`config.mk`:
```
export PLATFORM = sky130hd
export DESIGN_NAME = wb_write_arbiter
export DESIGN_NICKNAME = d
export VERILOG_FILES = /design/src/rtl/wb_write_arbiter.sv
export SDC_FILE = /design/constraint.sdc
export NUM_CORES = 1
export LEC_CHECK = 0
export ABC_CLOCK_PERIOD_IN_PS = 6900
export CAP_MARGIN = 20
export CORE_MARGIN = 4
export CORE_UTILIZATION = 50
export CTS_CLUSTER_SIZE = 8
export DETAILED_ROUTE_END_ITERATION = 16
export PLACE_DENSITY = 0.76
export SLEW_MARGIN = 20
export SYNTH_ARGS = -nofsm -noshare
export SYNTH_HDL_FRONTEND = slang
export SYNTH_SLANG_ARGS = --single-unit
export TNS_END_PERCENT = 100
```
`constraint.sdc`:
```
create_clock -name clk -period 6.9 [get_ports clk]
set_input_delay 1.38 -clock clk [delete_from_list [all_inputs] [get_ports clk]]
set_output_delay 1.38 -clock clk [all_outputs]
set_load 0.1 [all_outputs]
```
`src/rtl/wb_write_arbiter.sv`:
```
// rtl/wb_write_arbiter.sv - register-file writeback arbiter: ALU priority, in-order MDU queue with squash
// Optional feature macro: WB_BYPASS_EN (MDU result skips the empty queue and is written next cycle)
module wb_write_arbiter #(
  parameter int DATA_W = 32,
  parameter int DEPTH  = 4
) (
  input  logic                     clk,
  input  logic                     rst,
  input  logic                     alu_valid,
  input  logic [4:0]               alu_rd,
  input  logic [DATA_W-1:0]        alu_data,
  input  logic                     mdu_valid,
  input  logic [4:0]               mdu_rd,
  input  logic [DATA_W-1:0]        mdu_data,
  output logic                     mdu_ready,
  output logic                     RegWrite,
  output logic [4:0]               Write_register,
  output logic [DATA_W-1:0]        Write_data,
  output logic [31:0]              pending,
  output logic [$clog2(DEPTH):0]   q_count
);

  localparam int PW = $clog2(DEPTH);
  localparam int CW = PW + 1;
  localparam logic [CW-1:0] DEPTH_C = CW'(DEPTH);

  // A slot stays occupied after a squash (so ordering and pointers are untouched);
  // only its live bit drops, and the drain simply discards it when it reaches the head.
  logic [DEPTH-1:0]  q_live;
  logic [4:0]        q_rd   [DEPTH];
  logic [DATA_W-1:0] q_data [DEPTH];
  logic [PW-1:0]     wr_ptr;
  logic [PW-1:0]     rd_ptr;
  logic [CW-1:0]     count;

  logic alu_take;
  logic mdu_write;
  logic pop;
  logic bypass;
  logic push;

  // Per-cycle decisions: ALU wins the write port, otherwise the queue head drains
  always_comb begin
    alu_take  = alu_valid && (alu_rd != 5'd0);
    mdu_write = mdu_valid && mdu_ready && (mdu_rd != 5'd0);
    pop       = !alu_take && (count != '0);
`ifdef WB_BYPASS_EN
    bypass    = mdu_write && !alu_take && (count == '0);
`else
    bypass    = 1'b0;
`endif
    push      = mdu_write && !bypass;
  end

  assign mdu_ready = (count < DEPTH_C);
  assign q_count   = count;

  // Pending scoreboard: one bit per register still owed by a live queue entry
  always_comb begin
    pending = '0;
    for (int i = 0; i < DEPTH; i++) begin
      if (q_live[i]) pending[q_rd[i]] = 1'b1;
    end
  end

  // Queue control: squash, pop and push; the push comes last so a same-cycle
  // ALU write to the same register never kills the younger MDU entry
  always_ff @(posedge clk) begin
    if (rst) begin
      q_live <= '0;
      wr_ptr <= '0;
      rd_ptr <= '0;
      count  <= '0;
    end else begin
      if (alu_take) begin
        for (int i = 0; i < DEPTH; i++) begin
          if (q_live[i] && (q_rd[i] == alu_rd)) q_live[i] <= 1'b0;
        end
      end
      if (pop) begin
        q_live[rd_ptr] <= 1'b0;
        rd_ptr         <= rd_ptr + 1'b1;
      end
      if (push) begin
        q_live[wr_ptr] <= 1'b1;
        wr_ptr         <= wr_ptr + 1'b1;
      end
      case ({push, pop})
        2'b10:   count <= count + 1'b1;
        2'b01:   count <= count - 1'b1;
        default: count <= count;
      endcase
    end
  end

  // Queue payload storage; no reset needed because live bits gate every use
  always_ff @(posedge clk) begin
    if (!rst && push) begin
      q_rd[wr_ptr]   <= mdu_rd;
      q_data[wr_ptr] <= mdu_data;
    end
  end

  // Registered register-file write port
  always_ff @(posedge clk) begin
    if (rst) begin
      RegWrite       <= 1'b0;
      Write_register <= 5'd0;
      Write_data     <= '0;
    end else if (alu_take) begin
      RegWrite       <= 1'b1;
      Write_register <= alu_rd;
      Write_data     <= alu_data;
    end else if (pop && q_live[rd_ptr]) begin
      RegWrite       <= 1'b1;
      Write_register <= q_rd[rd_ptr];
      Write_data     <= q_data[rd_ptr];
    end else if (bypass) begin
      RegWrite       <= 1'b1;
      Write_register <= mdu_rd;
      Write_data     <= mdu_data;
    end else begin
      RegWrite       <= 1'b0;
    end
  end

endmodule

```
==> run_results.csv, run 1 <==
group,metric,value,unit
outcome,status,"finished clean",
setup_path,path_cells,"or3b_2 > o221ai_1 > clkdlybuf4s50_1",
sta,fin_worst_skew,0.00984,ns
floorplan,die_w,142,um
synth,synth_edf_count,148,
synth,synthArstFlopShare,0,
finish,antennaDiodeCount,0,
finish,fillers,1284,
placed_design,dp_slack,2.78,ns
setup_path,startpoint_type,"flip-flop",
setup_path,crit_arrival,3.13,ns
pwr,p_total,3.50,mW
routing,wl_met1,9.33,mm
setup_path,worstSetupEndpointType,"output pin",
finish,utilization,0.640,
global_route,grt_pass1_vias,6352,
floorplan,start_util,0.514,
floorplan,fp.coreArea,17400,um^2
clock_tree,cts-root-buf,"clkbuf_16",
placed_design,dpl.hpwl,14.7,mm
setup_path,required,5.52,ns
sta,relSlewSlack,0.249,
clock_tree,cts.path.max_buffers,2,
sta,setup_ws,2.39,ns
synth,syn_area,8950,um^2
synth,syn_area_per_cell,14.4,um^2
floorplan,die_height,142,um
setup_path,critPathKind,"flip-flop to output pin",
routing,dr_total_vias,6117,
routing,highest_layer,"met4",
setup_path,crit_buf_inv,1,
placed_design,gp_congestion,0.941,
finish,syn_to_final_growth,24.6,%
setup_path,r2r_cells,4,
min_path,min_path_type,"flip-flop to flip-flop",
clock_tree,postCtsSetupBuffers,0,
finish,nNetsFinal,833,
routing,drtPass1Iterations,5,
finish,final_area,11200,um^2
clock_tree,cts.sinks,199,
setup_path,slowest_delay,1.20,ns
synth,yosysTopAreaCell,"edfxtp_1",
placed_design,port_buffers,151,
setup_path,crit_slowest_cell,"clkdlybuf4s50_1",
synth,synth_area_leaders,"edfxtp_1 (50%), dfxtp_1 (11%), mux4_2 (9.6%)",
routing,wl,23.1,mm
finish,final_layout_size_suffix_gt1_frac,0.146,
clock_tree,cts_made_buffers,17,
sta,rsz0062_at_grt,"false",
synth,netlist_instances,621,
routing,drt-initial-drc-count,535,
routing,vias_per_cell,6.22,
synth,ys.flop_type,"edfxtp_1",
global_route,grt_usage,0.234,
sta,setup_viol,0,
clock_tree,insertion_delay,0.43,ns
floorplan,dieArea,20100,um^2
global_route,grt_pass1_wl,35.9,mm
finish,mostFrequentLayoutCell,"clkdlybuf4s50_1",
pwr,irDropWorstVdd,310,uV
run,drv_cap,0,
sta,tightest_slew,1.13,ns
clock_tree,cts_tree,"yes",
synth,synthesis.nets,709,
global_route,grt_max_degree,52,
global_route,antenna_found_initial,0,
synth,yosys.cell_types.count,45,
sta,hold_violations,0,
routing,avgRoutedWirePerCell,23.5,um
setup_path,r2r_setup_slack,4.46,ns
sta,post-route-min-period,4.51,ns
placed_design,place_area,10500,um^2
routing,route.met2.wl,11.7,mm
setup_path,cp.depth,3,
pwr,p_leak,3.53,nW
clock_tree,cts_resized,0,
synth,ys_seq_area_frac,0.611,
finish,seq_area,5470,um^2
routing,ant_nets,0,
clock_tree,htree_levels,4,
clock_tree,clkSlewWorstSetupHoldPaths,0.07,ns
setup_path,r2r_end,"q_data[1][19]",
sta,final.period_utilization,0.653,
floorplan,placementRows,48,
global_route,overflow,0,
finish,multi_input_comb_area,3220,um^2
setup_path,cp-endpoint,"pending[7]",
synth,yosys_warnings,0,
setup_path,cp_max_fo,10,
sta,setup_tns,0,ns
setup_path,cp_top_family,"buffers and inverters",
finish,final_cell_mix,"clkdlybuf4s50_1 (150), edfxtp_1 (148), nor2_1 (55)",
clock_tree,cts_hold_buf,0,
routing,met3WireLength,1.62,mm
pwr,powerDensity,314,nW/um^2
sta,slew_viol_final,0,
synth,synth_seq_cells,199,
routing,post-route-drc-count,0,
floorplan,ios,152,
synth,synth_top_area_share,0.497,
sta,fmaxAchievable,0.222,GHz
setup_path,cp-startpoint,"q_rd[2][4]",
setup_path,r2r_start,"q_count[2]",
==> registers in the layout, summed over array words and instances (netlist names), named ones only <==
name,flops
q_count,3
q_live,4
q_rd,20
rd_ptr,2
wr_ptr,2
RegWrite,1
Write_register,5
q_data,128
Write_data,32
==> stage by stage <==
stage	hold slack, ns	cells
global route	0.520	983
finish	0.498	983
detailed placement	0.483	951
CTS	0.496	983
floorplan	0.500	621
global placement	0.473	951
==> cells by family after synthesis <==
kind of cell,Yosys count,share of synthesized area
mux,39,0.0967
xor+xnor,24,0.0235
buf+inv,58,0.0312
fa+ha+maj,10,0.0148
simple gates,176,0.0990
compound gates,115,0.124
flops,199,0.611
==> tightest hold or removal path, delay by kind of cell (launching register included) <==
kind             cells  cell delay, ns
flip-flops           1            0.31
AO/OA/AOI/OAI        1            0.08
AND/OR/NAND/NOR      1            0.06
==> how the worst min path moves through the flow <==
stage	end	slack (ns)	cells past startpoint	from
global placement	Write_register[0]	0.47	2	Write_register[0]
detailed placement	Write_register[2]	0.48	2	Write_register[2]
floorplan	flip-flop	0.50	2	rd_ptr[1]
global route	Write_register[1]	0.52	2	Write_register[1]
finish	Write_register[2]	0.50	2	Write_register[2]
CTS	Write_register[2]	0.50	2	Write_register[2]
==> power by group <==
group          internal [mW]  switching (mW)
combinational          0.354           0.645
clock                  0.551           0.464
sequential              1.39          0.0956
==> synthesized netlist by cell type (all sizes together) (5+ instances only) <==
library cell and instances:
or3b 5, nand4 5, buf 23, nor2 55, and2 5, a221o 18
ha 9, nand2 27, o221ai 14, dfxtp 51, nor3 38, nand3b 10
mux4 38, nand3 7, clkbuf 26, xor2 14, nor3b 8, a22oi 14
edfxtp 148, o22ai 18, inv 8, xnor2 10, o32ai 32, or3 5
==> final cells by class <==
cell class	instances	share of cell area
clock inverters	15	0.0171
inverters	9	0.00303
well taps	225	0.0252
repair buffers	154	0.137
flip-flops and latches	199	0.490
multi-input cells	364	0.289
clock buffers	17	0.0381
==> layer usage <==
layer / GRT usage / vias to the layer above
li1: - / 2744
met1: 0.303 / 3044
met2: 0.394 / 292
met3: 0.0452 / 37
met4: 0.0848 / 0
met5: 0 / -
(Power assumes the default switching activity.)
==> run 2: changes to the inputs <==
ABC_CLOCK_PERIOD_IN_PS = 4450   (was 6900)
clock period = 4.45 ns   (was 6.9 ns; I/O delays follow)
==> run 2 against run 1 <==
Die area stayed put. Critical path depth is 1 higher. Combinational power is 56% higher. Design area is 0.12% lower. Sequential cell count stayed put. Via count is 1.3% higher.
==> run_results.csv, run 2 (synthesized netlist as in run 1, its figures left out) <==
group,metric,value,unit
sta,fin_worst_skew,0.00719,ns
setup_path,r2r_setup_slack,2.07,ns
finish,fin_cells,995,
global_route,grt_usage,0.238,
placed_design,place_inst,961,
pwr,powerDensity,477,nW/um^2
clock_tree,cts_tree,"yes",
routing,post-route-drc-count,0,
clock_tree,clkSlewWorstSetupHoldPaths,0.06,ns
floorplan,dieArea,20100,um^2
setup_path,path_cells,"and3_1 > a22oi_1 > o221ai_1 > clkdlybuf4s50_1",
min_path,min_from,"Write_register[1]",
setup_path,r2r_end,"q_data[0][19]",
finish,largest_reg_flops,128,
routing,avgRoutedWirePerCell,23.6,um
routing,drt-initial-drc-count,590,
clock_tree,insertion_delay,0.42,ns
finish,top_regs,"q_data x128, Write_data x32, q_rd x20",
setup_path,cp_top_family,"buffers and inverters",
sta,fmaxAchievable,0.267,GHz
floorplan,die_height,142,um
routing,wl,23.5,mm
setup_path,slowest_delay,1.18,ns
clock_tree,htree_levels,4,
finish,syn_to_final_growth,24.4,%
clock_tree,cts.path.max_buffers,2,
floorplan,start_util,0.514,
sta,slew_viol_final,0,
min_path,min_to,"Write_register[1]",
routing,drtPass1Iterations,5,
finish,mostFrequentLayoutCell,"edfxtp_1",
placed_design,dpl.hpwl,15.6,mm
floorplan,die_w,142,um
setup_path,startpoint_type,"flip-flop",
setup_path,worstSetupEndpointType,"output pin",
global_route,busiest_layer,"met2",
finish,fillers,1311,
sta,rsz0062_at_grt,"false",
clock_tree,cts_made_buffers,17,
clock_tree,cts-root-buf,"clkbuf_16",
global_route,use_met3,0.0391,
global_route,grt_max_degree,51,
routing,dr_total_vias,6197,
setup_path,required,3.56,ns
sta,tightest_slew,1.11,ns
setup_path,crit_buf_inv,1,
finish,seq_area,5470,um^2
finish,multi_input_comb_area,3210,um^2
min_path,min_path_type,"flip-flop to flip-flop",
global_route,grt_pass1_wl,36.5,mm
routing,ant_nets,0,
floorplan,fp.coreArea,17400,um^2
global_route,grt_pass1_vias,6441,
setup_path,crit_arrival,2.86,ns
sta,final.period_utilization,0.843,
run,drv_cap,0,
setup_path,r2r_start,"q_count[2]",
setup_path,r2r_cells,5,
sta,relSlewSlack,0.263,
finish,nNetsFinal,844,
pwr,irDropWorstVdd,373,uV
finish,final_layout_size_suffix_gt1_frac,0.187,
floorplan,placementRows,48,
global_route,grtUsageMet2,0.401,
setup_path,critPathKind,"flip-flop to output pin",
setup_path,cp_max_fo,11,
clock_tree,cts.sinks,199,
floorplan,ios,152,
clock_tree,cts_hold_buf,0,
clock_tree,postCtsSetupBuffers,0,
placed_design,port_buffers,151,
placed_design,gp_congestion,0.938,
clock_tree,cts_resized,0,
sta,hold_violations,0,
sta,setup_tns,0,ns
finish,final_cell_mix,"edfxtp_1 (148), clkdlybuf4s50_1 (119), nor2_1 (55)",
global_route,use_met1,0.317,
setup_path,crit_slowest_cell,"clkdlybuf4s50_1",
global_route,overflow,0,
global_route,antenna_found_initial,0,
sta,setup_viol,0,
routing,vias_per_cell,6.23,
outcome,status,"finished clean",
min_path,hold-path-cell-count,2,
sta,post-route-min-period,3.75,ns
pwr,p_leak,3.62,nW
finish,largest-register,"q_data",
## run 2: cell count changes in the layout (fill, tap and decap cells not counted), sizes merged, moves of 2 or more
cell           delta
buf              +42
clkdlybuf4s50    -31
bufinv            -2
inv               -5
clkinv            -5
clkbuf           +11
## run 2: worst max path at each step
stage	startpoint	to	slack (ns)	cells past startpoint
6_report	q_rd[0][4]	pending[31]	0.70	4
2_1_floorplan	q_rd[3][3]	pending[10]	0.92	3
4_1_cts	q_rd[0][0]	pending[31]	0.74	4
3_5_place_dp	mdu_rd[0]	q_count[2]	0.82	9
5_1_grt	q_rd[0][0]	pending[31]	0.66	4
3_3_place_gp	mdu_rd[0]	q_count[2]	0.89	9
## run 2: report_power, final
part	leakage (nW)	internal, mW	switching, mW
clock network	0.260	0.802	0.628
logic	1.60	0.561	1.00
registers	1.77	2.16	0.166
## run 2: worst register-to-register path: stages, from the launching register on
cell	delay, ns
dfxtp_1	0.35
inv_1	0.17
o211ai_2	0.20
nor2_1	0.40
and2_2	0.63
buf_4	0.32
## run 2: final cells by class
| class | count | area share |
|---|---|---|
| sequential | 199 | 0.491 |
| tap | 225 | 0.0253 |
| clock buffer | 28 | 0.0466 |
| inverter | 9 | 0.00303 |
| multi-input combinational | 364 | 0.289 |
| clock inverter | 4 | 0.00292 |
| timing repair buffer | 165 | 0.142 |
| antenna | 1 | 0.000225 |
## run 2: layer usage
layer	wire, um	up-vias
met5	0	-
met4	429	0
met3	1500	35
met2	12000	266
met1	9570	3133
li1	-	2763
## run 2: metrics by stage
stage	utilization	hold WS (ns)	total power, mW	area [um^2]	setup slack [ns]
final	0.640	0.485	5.31	11100	0.700
after detailed placement	0.606	0.475	3.92	10600	0.822
after floorplan	-	0.500	3.49	8950	0.921
after global placement	0.606	0.469	3.87	10600	0.887
after global routing	0.639	0.513	5.51	11100	0.660
after CTS	0.638	0.487	5.34	11100	0.737
